**src/rtl/xps2_rx_pkg.sv**
```systemverilog
// Shared definitions for the PS/2 receiver: register map, status bits, FSM states.
package xps2_rx_pkg;

  // Register offsets
  localparam logic [1:0] RegData   = 2'd0;
  localparam logic [1:0] RegStatus = 2'd1;
  localparam logic [1:0] RegCtrl   = 2'd2;
  localparam logic [1:0] RegRsvd   = 2'd3;

  // STATUS bit positions
  localparam int unsigned StatEmpty  = 0;
  localparam int unsigned StatFull   = 1;
  localparam int unsigned StatErr    = 2;
  localparam int unsigned StatOvf    = 3;
  localparam int unsigned StatCntLsb = 8;

  // CTRL bit positions
  localparam int unsigned CtrlFlush = 0;
  localparam int unsigned CtrlClear = 1;

  // DATA register valid flag position
  localparam int unsigned DataValid = 15;

  typedef enum logic [1:0] {
    StIdle,
    StData,
    StParity,
    StStop
  } rx_state_e;

  // A frame is good when the stop bit is high and data+parity hold an odd number of ones.
  function automatic logic frame_ok(input logic [7:0] byte_v, input logic par, input logic stop);
    return stop & (^{par, byte_v});
  endfunction

endpackage

```
**src/rtl/xfifo_sync.sv**
```systemverilog
// Parameterized synchronous FIFO with push, pop, flush and occupancy count.
module xfifo_sync #(
  parameter int unsigned Width = 8,
  parameter int unsigned Depth = 8
) (
  input  logic                   clk,
  input  logic                   rst,
  input  logic                   push_i,
  input  logic [Width-1:0]       wdata_i,
  input  logic                   pop_i,
  input  logic                   flush_i,
  output logic [Width-1:0]       rdata_o,
  output logic                   empty_o,
  output logic                   full_o,
  output logic [$clog2(Depth):0] count_o
);

  localparam int unsigned AW = $clog2(Depth);
  localparam int unsigned CW = AW + 1;

  logic [Width-1:0] mem_q [Depth];
  logic [Width-1:0] mem_d [Depth];
  logic [AW-1:0]    wr_ptr_q, wr_ptr_d;
  logic [AW-1:0]    rd_ptr_q, rd_ptr_d;
  logic [CW-1:0]    cnt_q, cnt_d;
  logic             do_push, do_pop;

  assign empty_o = (cnt_q == '0);
  assign full_o  = (cnt_q == CW'(Depth));
  assign count_o = cnt_q;
  assign rdata_o = mem_q[rd_ptr_q];

  // Next-state: a pop frees a slot so a push on a full FIFO still lands; flush beats both.
  always_comb begin
    mem_d    = mem_q;
    wr_ptr_d = wr_ptr_q;
    rd_ptr_d = rd_ptr_q;
    cnt_d    = cnt_q;
    do_pop   = pop_i & ~empty_o;
    do_push  = push_i & (~full_o | do_pop);
    if (flush_i) begin
      wr_ptr_d = '0;
      rd_ptr_d = '0;
      cnt_d    = '0;
    end else begin
      if (do_push) begin
        mem_d[wr_ptr_q] = wdata_i;
        wr_ptr_d        = wr_ptr_q + AW'(1);
      end
      if (do_pop) begin
        rd_ptr_d = rd_ptr_q + AW'(1);
      end
      if (do_push && !do_pop) begin
        cnt_d = cnt_q + CW'(1);
      end else if (do_pop && !do_push) begin
        cnt_d = cnt_q - CW'(1);
      end
    end
  end

  // State registers with synchronous reset.
  always_ff @(posedge clk) begin
    if (rst) begin
      mem_q    <= '{default: '0};
      wr_ptr_q <= '0;
      rd_ptr_q <= '0;
      cnt_q    <= '0;
    end else begin
      mem_q    <= mem_d;
      wr_ptr_q <= wr_ptr_d;
      rd_ptr_q <= rd_ptr_d;
      cnt_q    <= cnt_d;
    end
  end

endmodule

```
**src/rtl/xps2_rx.sv**
```systemverilog
// PS/2 keyboard receiver: synchronizes and filters the PS/2 pins, deframes 11-bit
// device-to-host frames, buffers good bytes in a FIFO and exposes DATA/STATUS/CTRL.
module xps2_rx #(
  parameter int unsigned DATA_W     = 32,
  parameter int unsigned FIFO_DEPTH = 8,
  parameter int unsigned FILT_LEN   = 4,
  parameter int unsigned TIMEOUT    = 20000
) (
  input  logic              clk,
  input  logic              rst,
  input  logic              ps2_clk,
  input  logic              ps2_data,
  input  logic              sel,
  input  logic              we,
  input  logic [1:0]        addr,
  input  logic [DATA_W-1:0] data_in,
  output logic [DATA_W-1:0] data_out
);
  import xps2_rx_pkg::*;

  localparam int unsigned CW = $clog2(FIFO_DEPTH) + 1;
  localparam int unsigned FW = $clog2(FILT_LEN + 1);
  localparam int unsigned TW = $clog2(TIMEOUT + 1);
  localparam logic [FW-1:0] FiltLast = FW'(FILT_LEN - 1);
  localparam logic [TW-1:0] ToMax    = TW'(TIMEOUT);

  // Synchronizers and clock filter
  logic          clk_s1_q, clk_s1_d, clk_s2_q, clk_s2_d;
  logic          dat_s1_q, dat_s1_d, dat_s2_q, dat_s2_d;
  logic          filt_q, filt_d;
  logic [FW-1:0] filt_cnt_q, filt_cnt_d;
  logic          fall_stb;

  // Deframer
  rx_state_e     state_q, state_d;
  logic [2:0]    bit_cnt_q, bit_cnt_d;
  logic [7:0]    shift_q, shift_d;
  logic          par_q, par_d;
  logic [TW-1:0] to_cnt_q, to_cnt_d;
  logic          push, err_set;

  // Status flags and bus decode
  logic          err_q, err_d;
  logic          ovf_q, ovf_d;
  logic          pop, flush, clr, ovf_set;

  // FIFO
  logic [7:0]    fifo_rdata;
  logic          fifo_empty, fifo_full;
  logic [CW-1:0] fifo_count;

  // Only the low CTRL bits carry meaning.
  logic unused_wdata;
  assign unused_wdata = ^data_in[DATA_W-1:2];

  // Two-stage synchronizers; filtered clock flips only after FILT_LEN differing samples.
  always_comb begin
    clk_s1_d   = ps2_clk;
    clk_s2_d   = clk_s1_q;
    dat_s1_d   = ps2_data;
    dat_s2_d   = dat_s1_q;
    filt_d     = filt_q;
    filt_cnt_d = '0;
    if (clk_s2_q != filt_q) begin
      if (filt_cnt_q == FiltLast) begin
        filt_d = clk_s2_q;
      end else begin
        filt_cnt_d = filt_cnt_q + FW'(1);
      end
    end
    fall_stb = filt_q & ~filt_d;
  end

  // Frame FSM and inactivity timeout.
  always_comb begin
    state_d   = state_q;
    bit_cnt_d = bit_cnt_q;
    shift_d   = shift_q;
    par_d     = par_q;
    push      = 1'b0;
    err_set   = 1'b0;
    to_cnt_d  = to_cnt_q;
    if (fall_stb) begin
      to_cnt_d = '0;
    end else if (to_cnt_q != ToMax) begin
      to_cnt_d = to_cnt_q + TW'(1);
    end
    case (state_q)
      StIdle: begin
        if (fall_stb && !dat_s2_q) begin
          state_d   = StData;
          bit_cnt_d = '0;
        end
      end
      StData: begin
        if (fall_stb) begin
          shift_d   = {dat_s2_q, shift_q[7:1]};
          bit_cnt_d = bit_cnt_q + 3'd1;
          if (bit_cnt_q == 3'd7) begin
            state_d = StParity;
          end
        end
      end
      StParity: begin
        if (fall_stb) begin
          par_d   = dat_s2_q;
          state_d = StStop;
        end
      end
      StStop: begin
        if (fall_stb) begin
          state_d = StIdle;
          if (frame_ok(shift_q, par_q, dat_s2_q)) begin
            push = 1'b1;
          end else begin
            err_set = 1'b1;
          end
        end
      end
      default: state_d = StIdle;
    endcase
    // The counter reloads on a strobe, so this only fires after real silence.
    if (!fall_stb && state_q != StIdle && to_cnt_q == ToMax) begin
      state_d = StIdle;
      err_set = 1'b1;
    end
  end

  // Bus decode and sticky ERR/OVF; a set in the same cycle as a clear wins.
  always_comb begin
    pop     = sel & ~we & (addr == RegData) & ~fifo_empty;
    flush   = sel & we & (addr == RegCtrl) & data_in[CtrlFlush];
    clr     = sel & we & (addr == RegCtrl) & data_in[CtrlClear];
    ovf_set = push & fifo_full & ~pop & ~flush;
    err_d   = err_q;
    ovf_d   = ovf_q;
    if (clr) begin
      err_d = 1'b0;
      ovf_d = 1'b0;
    end
    if (err_set) begin
      err_d = 1'b1;
    end
    if (ovf_set) begin
      ovf_d = 1'b1;
    end
  end

  // Zero-latency read mux.
  always_comb begin
    data_out = '0;
    case (addr)
      RegData: begin
        if (!fifo_empty) begin
          data_out[DataValid] = 1'b1;
          data_out[7:0]       = fifo_rdata;
        end
      end
      RegStatus: begin
        data_out[StatEmpty]          = fifo_empty;
        data_out[StatFull]           = fifo_full;
        data_out[StatErr]            = err_q;
        data_out[StatOvf]            = ovf_q;
        data_out[StatCntLsb +: CW]   = fifo_count;
      end
      RegCtrl, RegRsvd: data_out = '0;
      default: data_out = '0;
    endcase
  end

  xfifo_sync #(
    .Width(8),
    .Depth(FIFO_DEPTH)
  ) u_fifo (
    .clk    (clk),
    .rst    (rst),
    .push_i (push),
    .wdata_i(shift_q),
    .pop_i  (pop),
    .flush_i(flush),
    .rdata_o(fifo_rdata),
    .empty_o(fifo_empty),
    .full_o (fifo_full),
    .count_o(fifo_count)
  );

  // State registers with synchronous reset; idle pin level is high.
  always_ff @(posedge clk) begin
    if (rst) begin
      clk_s1_q   <= 1'b1;
      clk_s2_q   <= 1'b1;
      dat_s1_q   <= 1'b1;
      dat_s2_q   <= 1'b1;
      filt_q     <= 1'b1;
      filt_cnt_q <= '0;
      state_q    <= StIdle;
      bit_cnt_q  <= '0;
      shift_q    <= '0;
      par_q      <= 1'b0;
      to_cnt_q   <= '0;
      err_q      <= 1'b0;
      ovf_q      <= 1'b0;
    end else begin
      clk_s1_q   <= clk_s1_d;
      clk_s2_q   <= clk_s2_d;
      dat_s1_q   <= dat_s1_d;
      dat_s2_q   <= dat_s2_d;
      filt_q     <= filt_d;
      filt_cnt_q <= filt_cnt_d;
      state_q    <= state_d;
      bit_cnt_q  <= bit_cnt_d;
      shift_q    <= shift_d;
      par_q      <= par_d;
      to_cnt_q   <= to_cnt_d;
      err_q      <= err_d;
      ovf_q      <= ovf_d;
    end
  end

endmodule

```
**config.mk**
```make
export PLATFORM = sky130hd
export DESIGN_NAME = xps2_rx
export DESIGN_NICKNAME = d
export VERILOG_FILES = /design/src/rtl/xps2_rx_pkg.sv /design/src/rtl/xfifo_sync.sv /design/src/rtl/xps2_rx.sv
export SDC_FILE = /design/constraint.sdc
export NUM_CORES = 1
export LEC_CHECK = 0
export CAP_MARGIN = 10
export CELL_PAD_IN_SITES_DETAIL_PLACEMENT = 1
export CELL_PAD_IN_SITES_GLOBAL_PLACEMENT = 1
export CORE_ASPECT_RATIO = 0.6
export CORE_MARGIN = 3
export CORE_UTILIZATION = 30
export DETAILED_ROUTE_END_ITERATION = 8
export PLACE_DENSITY = 0.62
export SYNTH_ARGS = -nofsm -noshare
export SYNTH_HDL_FRONTEND = slang
export SYNTH_SLANG_ARGS = --single-unit
```
**constraint.sdc**
```tcl
create_clock -name clk -period 3 [get_ports clk]
set_input_delay 0.6 -clock clk [delete_from_list [all_inputs] [get_ports clk]]
set_output_delay 0.6 -clock clk [all_outputs]
set_load 0.01 [all_outputs]
```
==> reports/results.ini, run 1 <==
[sta]
fmax_ghz=0.3490
drv_slew=0
finalHoldViolCount=0
min_period_over_period=0.9552
rsz0062_at_grt=no
slew_headroom=0.5536
fin_tns_setup_ps=0
clock_skew_ps=15.75
tightest_slew_ps=668.7
finalSetupViolCount=0
timing.hold.ws_ps=415.0
period_needed_ps=2866

[worst_setup_path]
ff2ff_path_depth=11
timing.critical_path.mode_cell=a21oi_2
crit_path_end_kind=flip-flop
start_kind=input pin
crit_path_max_incr_delay_ps=480
crit_path_top_delay_cell=clkdlybuf4s50_1
crit_required_ps=3340
worstPathCellList=clkdlybuf4s50_1, nor4b_2, buf_4, o2111ai_2, mux2i_4, ha_2, inv_1, ha_4, a21o_1, a21oi_2, xnor2_1, or3_1, a21oi_2
worstPathArrival_ps=3210
worstSetupPathType=input pin to flip-flop
crit_fanout=3

[job]
maxCapViolCount=0

[yosys]
synth-compound-area-share=0.03836
synth_cell_types=50
ys.flop_type=dfxtp_1
yosysSeqAreaShare=0.4128
synth_edf_count=0
syn_area_um2=5480
avgSynthCellArea_um2=9.982
synth_simple_gate_area_share=0.1884
synth_mux_area_frac=0.2142
synth_top_cells_by_area=dfxtp_1 (41%), mux2i_1 (14%), nand2_1 (7.1%)
synth_top_family_by_area=multiplexers
async_reset_ff_frac=0
synth_xor_area_frac=0.05274
yosys.area.top_type_share=0.4128
synth_adder_area_share=0.03790
synthCells=549
yosys.area.top_type=dfxtp_1
yosysWarnings=0
ys_ff_latch=113

[floorplan]
dieArea_um2=19980
die_h_um=110.7
io_pins=72
num_rows=37
start_util=0.3132
core_area_um2=17500
die_w_um=180.5

[route]
num_vias=4082
drtIter0Drc=233
drc_errors=0
drt_pass1_iterations=5
wl_per_cell_um=16.98
ant_nets=0
totalWireLength_um=14470
vias_per_cell=4.791

[clock_tree]
root_buffer=clkbuf_16
cts_tree=done
clk-insertion-delay-late_ps=420
cts_sinks=113
cts_max_level=4
clk_pin_slew_ps=50
cts_buffers=17
cts_max_path_buffers=2

[grt]
grt_pass1_wl_um=23210
antenna_found_initial=0
grt_pass1_vias=4281
grt_use_met1=0.2054
grt.busiest_layer=met2
grt_remaining_overflow=0
grt_usage=0.1468
grt_max_degree=33
met2_usage=0.2257
use_met3=0.03607

[finish]
syn_to_final_growth_pct=24.93
layout.nets=661
antenna_cells=0
ff_latch_area_um2=2263
fill_cells=1984
utilization=0.3912
multi_input_area_um2=3052
drive_gt1_frac=0.1861

[placed_design]
io_buffers=22
gp_congestion=0.7399
dp_hpwl_um=10230

[pwr]
total_leakage_power_nw=2.978
power_density_nw_per_um2=551.0
ir_drop_mv=0.3040

[outcome]
status=complete, no violations

[worst_hold_path]
hp-class=flip-flop to flip-flop
hold_depth=1

-- routing by layer --
layer / share of wire / vias to the layer above
li1: - / 1972
met1: 0.49 / 2028
met2: 0.45 / 75
met3: 0.050 / 7
met4: 0.0084 / 0
met5: 0 / -
-- cells in the mapped netlist, types with 2 or more instances --
master,instances
nand3_1,10
ha_1,15
inv_1,11
buf_2,9
nor2b_1,3
or2_2,5
o21ai_0,5
nand4_4,5
buf_4,19
a21o_1,3
or3_1,3
nand2_1,103
and4b_1,2
mux2i_1,79
a21oi_1,19
nor2_1,39
and3b_1,2
xor2_1,14
nand4_2,3
xnor2_1,11
o2111ai_1,2
nor3_1,8
and3_1,3
nor4_1,3
mux4_2,16
and2_1,6
dfxtp_1,113
nand3b_1,2
nor4b_1,2
clkbuf_1,12
nand4_1,3
-- worst max-delay path, delay by kind of cell --
kind | cells | cell delay [ps]
AOI/OAI and AO/OA | 4 | 590
xor gates and xnor gates | 1 | 80
adders and majority gates | 2 | 440
buffers and inverters | 3 | 750
muxes | 1 | 190
and+or+nand+nor | 2 | 560
-- cells by family after synthesis --
logic type,Yosys count
AO/OA/AOI/OAI,35
XOR/XNOR,28
adder cells (fa/ha/maj),16
buffers and inverters,54
flip-flops,113
multiplexers,96
other,1
AND/OR/NAND/NOR,206
-- registers in the layout (all words and copies together), names as in the netlist, 2 cells and up --
register / flops
u_fifo.mem_q: 64
u_fifo.rd_ptr_q: 3
to_cnt_q: 15
state_q: 2
filt_cnt_q: 3
u_fifo.count_o: 4
u_fifo.wr_ptr_q: 3
shift_q: 8
bit_cnt_q: 3
-- what timing repair did --
item,CTS,global route
setup endpoints to repair,12,3
pin swaps,2,2
hold buffers,0,0
resized for setup,15,9
setup buffers,6,1
-- path summary, 6_finish.rpt --
| kind | start | slack [ps] | endpoint |
|---|---|---|---|
| setup reg to reg | u_fifo.count_o[3] | 150 | u_fifo.count_o[3] |
| hold reg to reg | dat_s1_q | 420 | dat_s2_q |
| hold / removal | dat_s1_q | 420 | dat_s2_q |
| setup / recovery | sel | 130 | u_fifo.count_o[3] |
-- power breakdown --
group / leakage [nW] / switching [mW] / total (mW) / internal, mW
registers: 0.912 / 0.0104 / 1.52 / 1.51
logic: 1.77 / 0.0835 / 0.133 / 0.0496
clock network: 0.293 / 0.729 / 2.12 / 1.39
total: 2.98 / 0.822 / 3.77 / 2.95
-- through the flow --
step                      instances  instance area (µm²)  worst slack, ps  power [mW]
after floorplan                 567                 5554            39.41       1.653
final                           852                 6847            134.4       3.773
after global routing            852                 6847            9.652       3.898
after CTS                       851                 6792            15.47       3.808
after global placement          813                 6101           -374.7       1.680
after detailed placement        813                 6101           -458.5       1.686
-- placed cells by master, fill, tap and decap left out, types with 14 or more instances in the layout --
| master | instances |
|---|---|
| clkbuf_16 | 17 |
| mux4_2 | 16 |
| mux2i_1 | 79 |
| dfxtp_1 | 112 |
| xor2_1 | 14 |
| buf_4 | 34 |
| a21oi_1 | 17 |
| nor2_1 | 39 |
| conb_1 | 19 |
| nand2_1 | 103 |
-- layout make-up --
| type | instances | area share |
|---|---|---|
| Clock buffer | 19 | 0.06323 |
| Multi-Input combinational cell | 400 | 0.4457 |
| Tap cell | 234 | 0.04276 |
| Timing Repair Buffer | 61 | 0.08370 |
| Clock inverter | 13 | 0.02741 |
| Sequential cell | 113 | 0.3306 |
| Inverter | 12 | 0.006579 |
Note: power is estimated with default switching activity, not from simulation.
==> run 2: changes to the inputs <==
--- a/config.mk
+++ b/config.mk
@@ -10,9 +10,9 @@
 export CELL_PAD_IN_SITES_GLOBAL_PLACEMENT = 1
 export CORE_ASPECT_RATIO = 0.6
 export CORE_MARGIN = 3
-export CORE_UTILIZATION = 30
+export CORE_UTILIZATION = 39
 export DETAILED_ROUTE_END_ITERATION = 8
-export PLACE_DENSITY = 0.62
+export PLACE_DENSITY = 0.77
 export SYNTH_ARGS = -nofsm -noshare
 export SYNTH_HDL_FRONTEND = slang
 export SYNTH_SLANG_ARGS = --single-unit
==> run 2 against run 1 <==
Cell area down 1.3%; sequential share of layout area is 0.43 points higher; total power grew 0.40%; worst hold slack about the same; sequential cell count is the same; via count is 3.8% higher; clock skew decreased by 6.0 ps; worst setup slack worse by 120 ps; register-to-register slack got worse by 30 ps; largest power group unchanged.
==> reports/results.ini, run 2 (synthesis results as in run 1) <==
[clock_tree]
clk_pin_slew_ps=60  ; was 50 ps
clk-insertion-delay-late_ps=420  ; about the same
cts_max_level=4  ; unchanged
postCtsHoldBufs=0  ; unchanged
cts_buffers=17  ; unchanged
cts_sinks=113  ; unchanged
root_buffer=clkbuf_16  ; unchanged
cts_tree=done  ; unchanged
cts_max_path_buffers=2  ; unchanged

[finish]
drive_gt1_frac=0.1877  ; was 0.1861
final_common_cell=dfxtp_1  ; unchanged
syn_to_final_growth_pct=23.33  ; was 24.93%
regMostFlops=u_fifo.mem_q  ; unchanged
largest_register_ffs=64  ; unchanged
final_cell_mix=dfxtp_1 (112), nand2_1 (103), mux2i_1 (76)  ; was dfxtp_1 (112), nand2_1 (103), mux2i_1 (79)
layout.nets=661  ; unchanged
fin_area_um2=6759  ; was 6847 µm²
antenna_cells=0  ; unchanged
top_regs=u_fifo.mem_q: 64 flops, to_cnt_q: 15 flops, shift_q: 8 flops  ; unchanged

[grt]
grt_pass1_vias=4624  ; was 4281
use_met3=0.04790  ; was 0.03607
met2_usage=0.3429  ; was 0.2257
grt_pass1_wl_um=25260  ; was 23210 µm
grt_usage=0.2070  ; was 0.1468
grt_remaining_overflow=0  ; unchanged
grt.busiest_layer=met2  ; unchanged
antenna_found_initial=0  ; unchanged
grt_max_degree=41  ; was 33
grt_use_met1=0.2691  ; was 0.2054

[sta]
rsz0062_at_grt=yes  ; was no
fmax_ghz=0.3354  ; was 0.3490 GHz
tightest_slew_ps=707.4  ; was 668.7 ps
finalHoldViolCount=0  ; unchanged
fin_tns_setup_ps=0  ; unchanged
slew_headroom=0.5278  ; was 0.5536
drv_slew=0  ; unchanged
timing.hold.ws_ps=415.0  ; about the same
period_needed_ps=2982  ; was 2866 ps
finalSetupViolCount=0  ; unchanged
min_period_over_period=0.9939  ; was 0.9552
clock_skew_ps=9.715  ; was 15.75 ps

[route]
drt_pass1_iterations=4  ; was 5
drtIter0Drc=234  ; was 233
drc_errors=0  ; unchanged
wl_per_cell_um=19.17  ; was 16.98 µm
totalWireLength_um=15430  ; was 14470 µm
ant_nets=0  ; unchanged
num_vias=4237  ; was 4082
vias_per_cell=5.263  ; was 4.791

[floorplan]
start_util=0.4123  ; was 0.3132
num_rows=32  ; was 37
dieArea_um2=15560  ; was 19980 µm²
die_h_um=97.82  ; was 110.7 µm
core_area_um2=13290  ; was 17500 µm²
io_pins=72  ; unchanged
die_w_um=159.0  ; was 180.5 µm

[placed_design]
dp_hpwl_um=10100  ; was 10230 µm
gp_congestion=0.7636  ; was 0.7399
io_buffers=22  ; unchanged
dpl_cell_area_um2=6030  ; was 6101 µm²

[worst_setup_path]
start_kind=input pin  ; unchanged
crit_fanout=3  ; unchanged
crit_path_end_kind=flip-flop  ; unchanged
timing.rr.start=shift_q[3]  ; was u_fifo.count_o[3]
worstPathArrival_ps=3320  ; was 3210 ps
crit_path_start=sel  ; unchanged
crit_required_ps=3340  ; about the same
worstSetupPathType=input pin to flip-flop  ; unchanged

[job]
maxCapViolCount=0  ; unchanged

[pwr]
ir_drop_mv=0.2994  ; was 0.3040 mV
total_leakage_power_nw=2.950  ; was 2.978 nW
power_density_nw_per_um2=560.4  ; was 551.0 nW/µm²

[outcome]
status=complete, no violations  ; unchanged

[worst_hold_path]
worstHoldStart=dat_s1_q  ; unchanged
hp-class=flip-flop to flip-flop  ; unchanged

==> run 2: cell count changes in the layout (fill, tap and decap cells not counted), moves of 3 or more <==
cell             change
dlygate4sd2_1        -4
inv_6                +4
mux2i_2              +3
mux2i_1              -3
clkdlybuf4s50_1      +4
==> run 2: critical path: stages <==
cell             delay (ps)
clkdlybuf4s50_1         500
nor4b_4                 260
buf_4                   190
o2111ai_2               130
mux2i_4                 210
ha_2                    220
inv_1                    60
ha_1                    270
a21o_1                  190
a21oi_2                 160
xnor2_1                 100
or3_1                   310
a21oi_1                 130
==> run 2: what timing repair did <==
action                                  in CTS  in global routing
setup buffers                                5                  2
endpoints found under the setup margin      12                  8
pin swaps                                    2                  3
gates resized for setup                      7                 10
==> run 2: metal layers <==
metal | routed length [µm] | share of wire | up-vias
met5 | 0 | 0 | -
met1 | 7184 | 0.47 | 2145
met2 | 7364 | 0.48 | 100
met3 | 664 | 0.043 | 21
li1 | - | - | 1971
met4 | 214 | 0.014 | 0
==> run 2: final cells by class <==
type	count	area, µm²
Clock buffer	18	439.2
Clock inverter	14	180.2
Fill cell	1437	6534
Inverter	12	45.04
Multi-Input combinational cell	400	3032
Sequential cell	113	2263
Tap cell	187	234.0
Timing Repair Buffer	61	565.5
==> run 2: metrics by stage <==
stage                     instances  power, mW  utilization  setup slack [ps]
after detailed placement        766      1.684       0.4536            -539.0
after global routing            805      3.924       0.5085            -83.09
after CTS                       803      3.816       0.5047             5.532
after floorplan                 567      1.653            -             39.41
after global placement          766      1.677       0.4536            -421.1
final                           805      3.788       0.5085             18.28
==> run 2: worst paths after layout <==
kind                        to  slack [ps]  cells past startpoint
min reg2reg           dat_s2_q         420                      1
max          u_fifo.count_o[3]          20                     13
min                   dat_s2_q         420                      1
max reg2reg  u_fifo.count_o[3]         120                     11
==> run 2: power breakdown <==
group | internal, mW | switching, mW | total [mW]
clock network | 1.34 | 0.791 | 2.13
registers | 1.51 | 0.0104 | 1.52
logic | 0.0497 | 0.0860 | 0.136
total | 2.90 | 0.888 | 3.79
